==> config.mk <==
export PLATFORM = sky130hd
export DESIGN_NAME = cpu_sdram_bridge
export DESIGN_NICKNAME = d
export VERILOG_FILES = /design/src/rtl/cpu_sdram_bridge.sv
export SDC_FILE = /design/constraint.sdc
export NUM_CORES = 1
export LEC_CHECK = 0
export ABC_CLOCK_PERIOD_IN_PS = 8450
export BUFFER_PORTS_ARGS = -buffer_cell sky130_fd_sc_hd__buf_4
export CORE_MARGIN = 8
export CORE_UTILIZATION = 52
export DETAILED_ROUTE_END_ITERATION = 10
export PLACE_DENSITY_LB_ADDON = 0.3
export SLEW_MARGIN = 20
export SYNTH_ARGS = -nofsm -noshare
export SYNTH_HDL_FRONTEND = slang
export SYNTH_SLANG_ARGS = --single-unit
==> constraint.sdc <==
create_clock -name clk -period 8.45 [get_ports clk]
set_clock_uncertainty 0.2 [all_clocks]
set_input_delay 1.2675 -clock clk [delete_from_list [all_inputs] [get_ports clk]]
set_output_delay 1.2675 -clock clk [all_outputs]
set_load 0.03 [all_outputs]
==> src/rtl/cpu_sdram_bridge.sv <==
// CPU / SPI-loader to SDRAM request-port bridge: arbitration, SPI byte packing, DTACK generation.
// Optional bus-error timeout enabled by defining BRIDGE_TIMEOUT_EN.
`timescale 1ns/1ps
module cpu_sdram_bridge #(
    parameter int C_ADDR_BITS = 23,
    parameter int C_TIMEOUT   = 255
) (
    input  logic                   clk,
    input  logic                   rst,
    input  logic                   cpu_sel,
    input  logic                   cpu_as_n,
    input  logic                   cpu_uds_n,
    input  logic                   cpu_lds_n,
    input  logic                   cpu_rw,
    input  logic [C_ADDR_BITS-1:0] cpu_a,
    input  logic [15:0]            cpu_dout,
    output logic [15:0]            cpu_din,
    output logic                   dtack_n,
    output logic                   berr_n,
    input  logic                   spi_wr,
    input  logic                   spi_rd,
    input  logic [C_ADDR_BITS:0]   spi_addr,
    input  logic [7:0]             spi_wdata,
    output logic [7:0]             spi_rdata,
    output logic                   mem_req,
    output logic                   mem_we,
    output logic [C_ADDR_BITS-1:0] mem_addr,
    output logic [1:0]             mem_be,
    output logic [15:0]            mem_wdata,
    input  logic                   mem_ack,
    input  logic [15:0]            mem_rdata
);
    typedef enum logic [1:0] {IDLE, CPU_ACC, CPU_HOLD, SPI_ACC} state_e;

    state_e                 state_q;
    logic                   spi_wr_q, spi_rd_q, spi_wpend_q, spi_rpend_q, spi_wpend_d, spi_rpend_d;
    logic                   serve_wr_q, cpu_pend_q, as_lost_q, dtack_n_q;
    logic [7:0]             hi_q, lo_q, spi_rdata_q;
    logic [15:0]            cpu_din_q, mem_wdata_q;
    logic                   mem_req_q, mem_we_q;
    logic [C_ADDR_BITS-1:0] mem_addr_q;
    logic [1:0]             mem_be_q;

    logic wr_rise, rd_rise, wr_odd_rise, spi_w_go, spi_r_go, cpu_start;
    assign wr_rise     = spi_wr & ~spi_wr_q;
    assign rd_rise     = spi_rd & ~spi_rd_q;
    assign wr_odd_rise = wr_rise & spi_addr[0];
    // A fresh edge counts immediately so SPI wins against a CPU strobe in the same cycle.
    assign spi_w_go    = spi_wpend_q | wr_odd_rise;
    assign spi_r_go    = spi_rpend_q | rd_rise;
    assign cpu_start   = cpu_sel & ~cpu_as_n & ~(cpu_uds_n & cpu_lds_n) & ~cpu_pend_q;

    // NOTE: every always_comb output gets a value on every path, otherwise a latch is inferred.
    always_comb begin
        spi_wpend_d = wr_odd_rise | spi_wpend_q;
        spi_rpend_d = rd_rise | spi_rpend_q;
        if (state_q == SPI_ACC && mem_ack) begin
            // A new edge in the ack cycle wins over the clear.
            if (serve_wr_q) spi_wpend_d = wr_odd_rise;
            else            spi_rpend_d = rd_rise;
        end
    end

`ifdef BRIDGE_TIMEOUT_EN
    localparam int CNT_W = ($clog2(C_TIMEOUT + 1) > 8) ? $clog2(C_TIMEOUT + 1) : 8;
    logic [CNT_W-1:0] cnt_q;
    logic             berr_n_q;
`endif

    // NOTE: sequential state uses non-blocking assignments only, so every register sees pre-edge values.
    always_ff @(posedge clk or posedge rst) begin
        if (rst) begin
            state_q     <= IDLE;
            spi_wr_q    <= 1'b0;
            spi_rd_q    <= 1'b0;
            spi_wpend_q <= 1'b0;
            spi_rpend_q <= 1'b0;
            serve_wr_q  <= 1'b0;
            cpu_pend_q  <= 1'b0;
            as_lost_q   <= 1'b0;
            dtack_n_q   <= 1'b1;
            hi_q        <= '0;
            lo_q        <= '0;
            spi_rdata_q <= '0;
            cpu_din_q   <= '0;
            mem_req_q   <= 1'b0;
            mem_we_q    <= 1'b0;
            mem_addr_q  <= '0;
            mem_be_q    <= '0;
            mem_wdata_q <= '0;
`ifdef BRIDGE_TIMEOUT_EN
            cnt_q       <= '0;
            berr_n_q    <= 1'b1;
`endif
        end else begin
            spi_wr_q    <= spi_wr;
            spi_rd_q    <= spi_rd;
            spi_wpend_q <= spi_wpend_d;
            spi_rpend_q <= spi_rpend_d;
            if (wr_rise) begin
                if (spi_addr[0]) lo_q <= spi_wdata;
                else             hi_q <= spi_wdata;
            end
            if (cpu_as_n) cpu_pend_q <= 1'b0;
`ifdef BRIDGE_TIMEOUT_EN
            if (cpu_as_n) berr_n_q <= 1'b1;
`endif
            case (state_q)
                IDLE: begin
                    if (spi_w_go || spi_r_go) begin
                        state_q     <= SPI_ACC;
                        mem_req_q   <= 1'b1;
                        serve_wr_q  <= spi_w_go;
                        mem_we_q    <= spi_w_go;
                        mem_addr_q  <= spi_addr[C_ADDR_BITS:1];
                        mem_be_q    <= 2'b11;
                        mem_wdata_q <= {hi_q, wr_odd_rise ? spi_wdata : lo_q};
                    end else if (cpu_start) begin
                        state_q     <= CPU_ACC;
                        cpu_pend_q  <= 1'b1;
                        as_lost_q   <= 1'b0;
                        mem_req_q   <= 1'b1;
                        mem_we_q    <= ~cpu_rw;
                        mem_addr_q  <= cpu_a;
                        mem_be_q    <= cpu_rw ? 2'b11 : {~cpu_uds_n, ~cpu_lds_n};
                        mem_wdata_q <= cpu_dout;
`ifdef BRIDGE_TIMEOUT_EN
                        cnt_q       <= '0;
`endif
                    end
                end
                CPU_ACC: begin
                    if (cpu_as_n) as_lost_q <= 1'b1;
                    if (mem_ack) begin
                        mem_req_q <= 1'b0;
                        if (!mem_we_q) cpu_din_q <= mem_rdata;
                        if (as_lost_q || cpu_as_n) begin
                            state_q <= IDLE;
                        end else begin
                            dtack_n_q <= 1'b0;
                            state_q   <= CPU_HOLD;
                        end
                    end
`ifdef BRIDGE_TIMEOUT_EN
                    else if (cnt_q == CNT_W'(C_TIMEOUT - 1)) begin
                        mem_req_q <= 1'b0;
                        berr_n_q  <= cpu_as_n | as_lost_q;
                        state_q   <= IDLE;
                    end else begin
                        cnt_q <= cnt_q + 1'b1;
                    end
`endif
                end
                CPU_HOLD: begin
                    if (cpu_as_n) begin
                        dtack_n_q <= 1'b1;
                        state_q   <= IDLE;
                    end
                end
                SPI_ACC: begin
                    if (mem_ack) begin
                        mem_req_q <= 1'b0;
                        if (!serve_wr_q) spi_rdata_q <= spi_addr[0] ? mem_rdata[7:0] : mem_rdata[15:8];
                        state_q   <= IDLE;
                    end
                end
                default: state_q <= IDLE;
            endcase
        end
    end

    assign cpu_din   = cpu_din_q;
    assign dtack_n   = dtack_n_q;
    assign spi_rdata = spi_rdata_q;
    assign mem_req   = mem_req_q;
    assign mem_we    = mem_we_q;
    assign mem_addr  = mem_addr_q;
    assign mem_be    = mem_be_q;
    assign mem_wdata = mem_wdata_q;
`ifdef BRIDGE_TIMEOUT_EN
    assign berr_n    = berr_n_q;
`else
    assign berr_n    = 1'b1;
`endif
endmodule
== After elaboration in Yosys (flattened, before gate mapping) ==
Index checks and enable logic that the tools add are counted.

* Flip-flop bits (word level): 93
* Bits in latches: 0
* RAM bits: 0
* Bits in read-only memories: 0
* Word-level logic and storage cells: 106
* Memories: 0

* $add $sub $neg: 0
* $mul: 0
* Div/mod/pow operators: 0
* Order comparisons: 0
* Eq/ne operators: 12
* Shift operators: 0
* Muxes and demuxes: 37
* Bitwise gates (word level): 20
* Reduce and logical (&&, ||, !) cells: 19

{| class="wikitable"
|+ Operators with widths
! cell !! number
|-
| 23-bit 2-to-1 mux || 2
|-
| 16-bit 2-to-1 mux || 2
|-
| 1-bit 2-to-1 mux || 18
|-
| 2-bit 2-to-1 mux || 9
|-
| 8-bit 2-to-1 mux || 2
|-
| 2-bit inequality test (second input constant) || 7
|-
| 4-bit AND reduction || 3
|-
| 1-bit inverter || 11
|-
| 3-bit AND reduction || 3
|-
| 2-bit case mux with 4 select lines || 1
|-
| 2-bit AND reduction || 4
|-
| 2-bit nonzero test || 4
|-
| 1-bit bitwise AND || 7
|-
| 1-bit case mux with 2 select lines || 3
|-
| 2-bit == test (second input constant) || 2
|-
| 3-bit inequality test (second input constant) || 1
|-
| 2-bit by 1-bit == test with 1-bit output (second input constant) || 1
|-
| 2-bit zero test || 1
|-
| 1-bit logical OR || 2
|-
| 2-bit by 1-bit inequality test with 1-bit output (second input constant) || 1
|-
| 1-bit bitwise OR || 2
|-
| 2-bit OR reduction || 1
|-
| 1-bit logical AND || 1
|}

== Logic depth before layout (Yosys ltp) ==
* Depth in word-level cells: 7
* Mapped depth: 6
* Depth with buffers taken out: 4

== Worst setup path before layout ==
OpenSTA, ideal clock, no wires.

* Path type: input -> register
* Start: input spi_addr[0]
* End: register mem_addr_q[12], in the netlist mem_addr[12]
* Library setup time: 128 ps
* Arrival: 2920 ps
* Required time: 8122 ps
* Setup slack: 5203 ps
* Cell stages on the path: 6
* Cells stage by stage: buf_4 and3b_4 nor4_4 buf_2 mux2_2 mux2_1

* Word-level cells in the longest chain between the ends: 5
* Elaborated cells on any way between the ends: 6
* Classes of those cells: 1 x mux; 2 x bitwise; 3 x reduce/logical

{| class="wikitable"
|+ RTL lines
! element !! RTL line !! text
|-
| start, declared || 22 || <nowiki>input logic [C_ADDR_BITS:0] spi_addr,</nowiki>
|-
| 1-bit bitwise AND * || 47 || <nowiki>assign wr_odd_rise = wr_rise & spi_addr[0];</nowiki>
|-
| 1-bit bitwise OR * || 49 || <nowiki>assign spi_w_go = spi_wpend_q | wr_odd_rise;</nowiki>
|-
| 1-bit logical OR * || 110 || <nowiki>if (spi_w_go || spi_r_go) begin</nowiki>
|-
| 2-bit nonzero test (no line) || n/a ||
|-
| 2-bit AND reduction (no line) || n/a ||
|-
| end signal, assigned || 115 || <nowiki>mem_addr_q <= spi_addr[C_ADDR_BITS:1];</nowiki>
|-
| end signal, assigned || 124 || <nowiki>mem_addr_q <= cpu_a;</nowiki>
|-
| end, declared || 41 || <nowiki>logic [C_ADDR_BITS-1:0] mem_addr_q;</nowiki>
|}

Every way passes the cells marked *; elsewhere a longest branch is shown, timed or not.
A chain may end at the register's enable or synchronous reset.

== Worst setup path after layout ==
* Start: input spi_addr[0]
* End: register mem_addr_q[15], in the netlist mem_addr[15]

Same word-level chain as after synthesis.

==> reports/results.tsv <==
metric	value	unit
ant_nets	0	
clkLatencyLatePin	0.35	ns
synth-simple-area-share	6.10	%
drc	0	
num-fill-cells	567	
die_width	106	um
synth_top_cell_area_share	54.7	%
finish.utilization	71.6	%
tightest_slew	0.882	ns
cp.arrival	3.31	ns
final_cell_mix	166 x buf_4, 92 x dfrtp_1, 67 x mux2_2, 27 x mux2_4, 15 x o21ai_0	
crit_required	8.49	ns
coreArea	0.00801	mm^2
design.die.area	0.0112	mm^2
wl_per_cell	18.2	um
finalCriticalPeriod	3.27	ns
die_h	106	um
fin_crit_sh	38.7	%
cts_tree	done	
yosys_register_bits	93	
grt_pass1_wl	16.3	mm
cts_hold_buffers	0	
via_count	2939	
syn_to_final_growth	36.2	%
track_usage	18.0	%
met1_length	4.31	mm
drv_slew	0	
placed_cells	547	
antennaDiodeCount	0	
grt_pass1_vias	3180	
drive_above_1_share	62.5	%
hp-class	reg -> reg	
ys_warn_count	0	
via_per_inst	5.21	
hpwl	7.65	mm
grt_max_degree	94	
multi_input_area	0.00178	mm^2
hold_viol	0	
htreeDepth	3	
first_pass_iters	4	
synth_cell_types	35	
num_rows	33	
route.met3.wl	729	um
layout_commonest_cell	buf_4	
initial_core_util	52.5	%
cts_root_buf	clkbuf_8	
cts.clk_slew.worst_paths	0.09	ns
drtIter0Drc	85	
synthAdderAreaFrac	0	%
fin_tns_setup	0	ns
endpoint_kind	register	
antenna_found_initial	0	
syn_inst	291	
critical_path_class	in -> reg	
synthArstFlopShare	100	%
setup_viol	0	
synth_compound_area_share	5.56	%
post_cts_buffers	0	
cts_buffers	9	
instances_no_fill	564	
synth_fp_nets	388	
met2WireLength	5.05	mm
synth_top_area_cell	dfrtp_1	
ff_latch_area	0.00233	mm^2
clockBufferDepth	2	
peakVddDrop	234	uV
yosys-top-cells-area	dfrtp_1 55%, mux2_2 18%, mux2_4 9.6%, a221o_1 1.9%, mux2i_1 1.9%	
leakage	0.00274	uW
cts_resized	0	
synth_top_family_by_area	multiplexers	
ys.flop_type	dfrtp_1	
cap_violations	0	
crit_fanout	19	
globalRoute.totalOverflow	0	
seq_area_frac_synth	55.3	%
top_layer	met4	
syn_area	0.00421	mm^2
critPathLaunchType	input pin	
grt_setup_unrepaired	no	
synth-edff-count	0	
pwr_density_cell	370	mW/mm^2
cts_sinks	93	
max_freq	306	MHz
slew_headroom	40.5	%
gp_congestion	0.732	
syn_avg_cell_area	14.5	um^2
muxShareOfSynthArea	30.3	%
pin_count	166	
holdWs	0.286	ns
nets	551	
status	completed	
synth_xor_xnor_area_share	0	%
place.port_buffers	164	
drt_wl_total	10.3	mm
-- critical path, cell delays in order --
cell and delay [ns]:
buf_4 0.17, and3b_4 0.28, nor4_4 0.40, buf_6 0.23, buf_4 0.29, mux2_2 0.36, mux2_1 0.29
-- through the flow --
stage | area [um^2] | setup slack (ns) | power, uW
2_1_floorplan | 4210 | 4.56 | 1460
3_3_place_gp | 5500 | 4.43 | 1800
3_5_place_dp | 5510 | 4.37 | 1830
4_1_cts | 5720 | 4.77 | 2140
5_1_grt | 5730 | 5.10 | 2230
6_report | 5730 | 5.18 | 2120
-- layer usage --
layer | track usage, % | vias up
met1 | 22.1 | 1453
met3 | 5.87 | 12
met4 | 6.93 | 0
met5 | 0 | -
met2 | 29.0 | 104
li1 | - | 1370
-- worst paths after layout --
path	cells past startpoint	to	from	slack, ns
hold reg to reg	2	spi_rdata[2]	spi_rdata[2]	0.29
max in group asynchronous	2	mem_wdata[11]	rst	6.64
setup / recovery	7	mem_addr[15]	spi_addr[0]	5.18
min in group asynchronous	2	mem_addr[9]	rst	0.87
hold / removal	2	spi_rdata[2]	spi_rdata[2]	0.29
setup reg to reg	6	mem_addr[15]	spi_wr_q	5.92
-- cells in the mapped netlist, types with 3 or more instances --
master / number
a21o_1: 4
a221o_1: 8
buf_2: 5
buf_6: 3
clkbuf_1: 5
dfrtp_1: 92
inv_1: 5
mux2_1: 3
mux2_2: 67
mux2_4: 27
mux2i_1: 8
nand2_1: 14
nor2_1: 3
nor2b_1: 10
o21ai_0: 15
-- sequential cells by signal, summed over array words and instances (netlist names) --
signal / cells
mem_req: 1
spi_rdata: 8
mem_wdata: 16
lo_q: 8
cpu_din: 16
mem_be: 2
spi_rd_q: 1
cpu_pend_q: 1
mem_addr: 23
hi_q: 8
serve_wr_q: 1
mem_we: 1
as_lost_q: 1
spi_wr_q: 1
spi_rpend_q: 1
state_q: 2
spi_wpend_q: 1
dtack_n: 1
-- area by class of cell --
cell class / instances / share of cell area (%)
Tap cell: 105 / 2.29
Inverter: 5 / 0.415
Clock inverter: 5 / 1.03
Multi-Input combinational cell: 178 / 31.1
Sequential cell: 93 / 40.6
Clock buffer: 11 / 2.64
Timing Repair Buffer: 167 / 21.9
-- power breakdown --
group	internal (uW)	switching, uW	total [uW]
clock network	153	153	306
registers	631	118	749
logic	492	576	1070
total	1280	847	2120
-- logic make-up (layout without fill, tap and decap cells) --
family | count (synthesis) | count (layout)
compound gates | 32 | 32
other cells | 1 | 1
flops | 93 | 93
buf+inv | 20 | 188
mux | 105 | 105
simple gates | 40 | 40
Note: power is estimated with default switching activity, not from simulation.
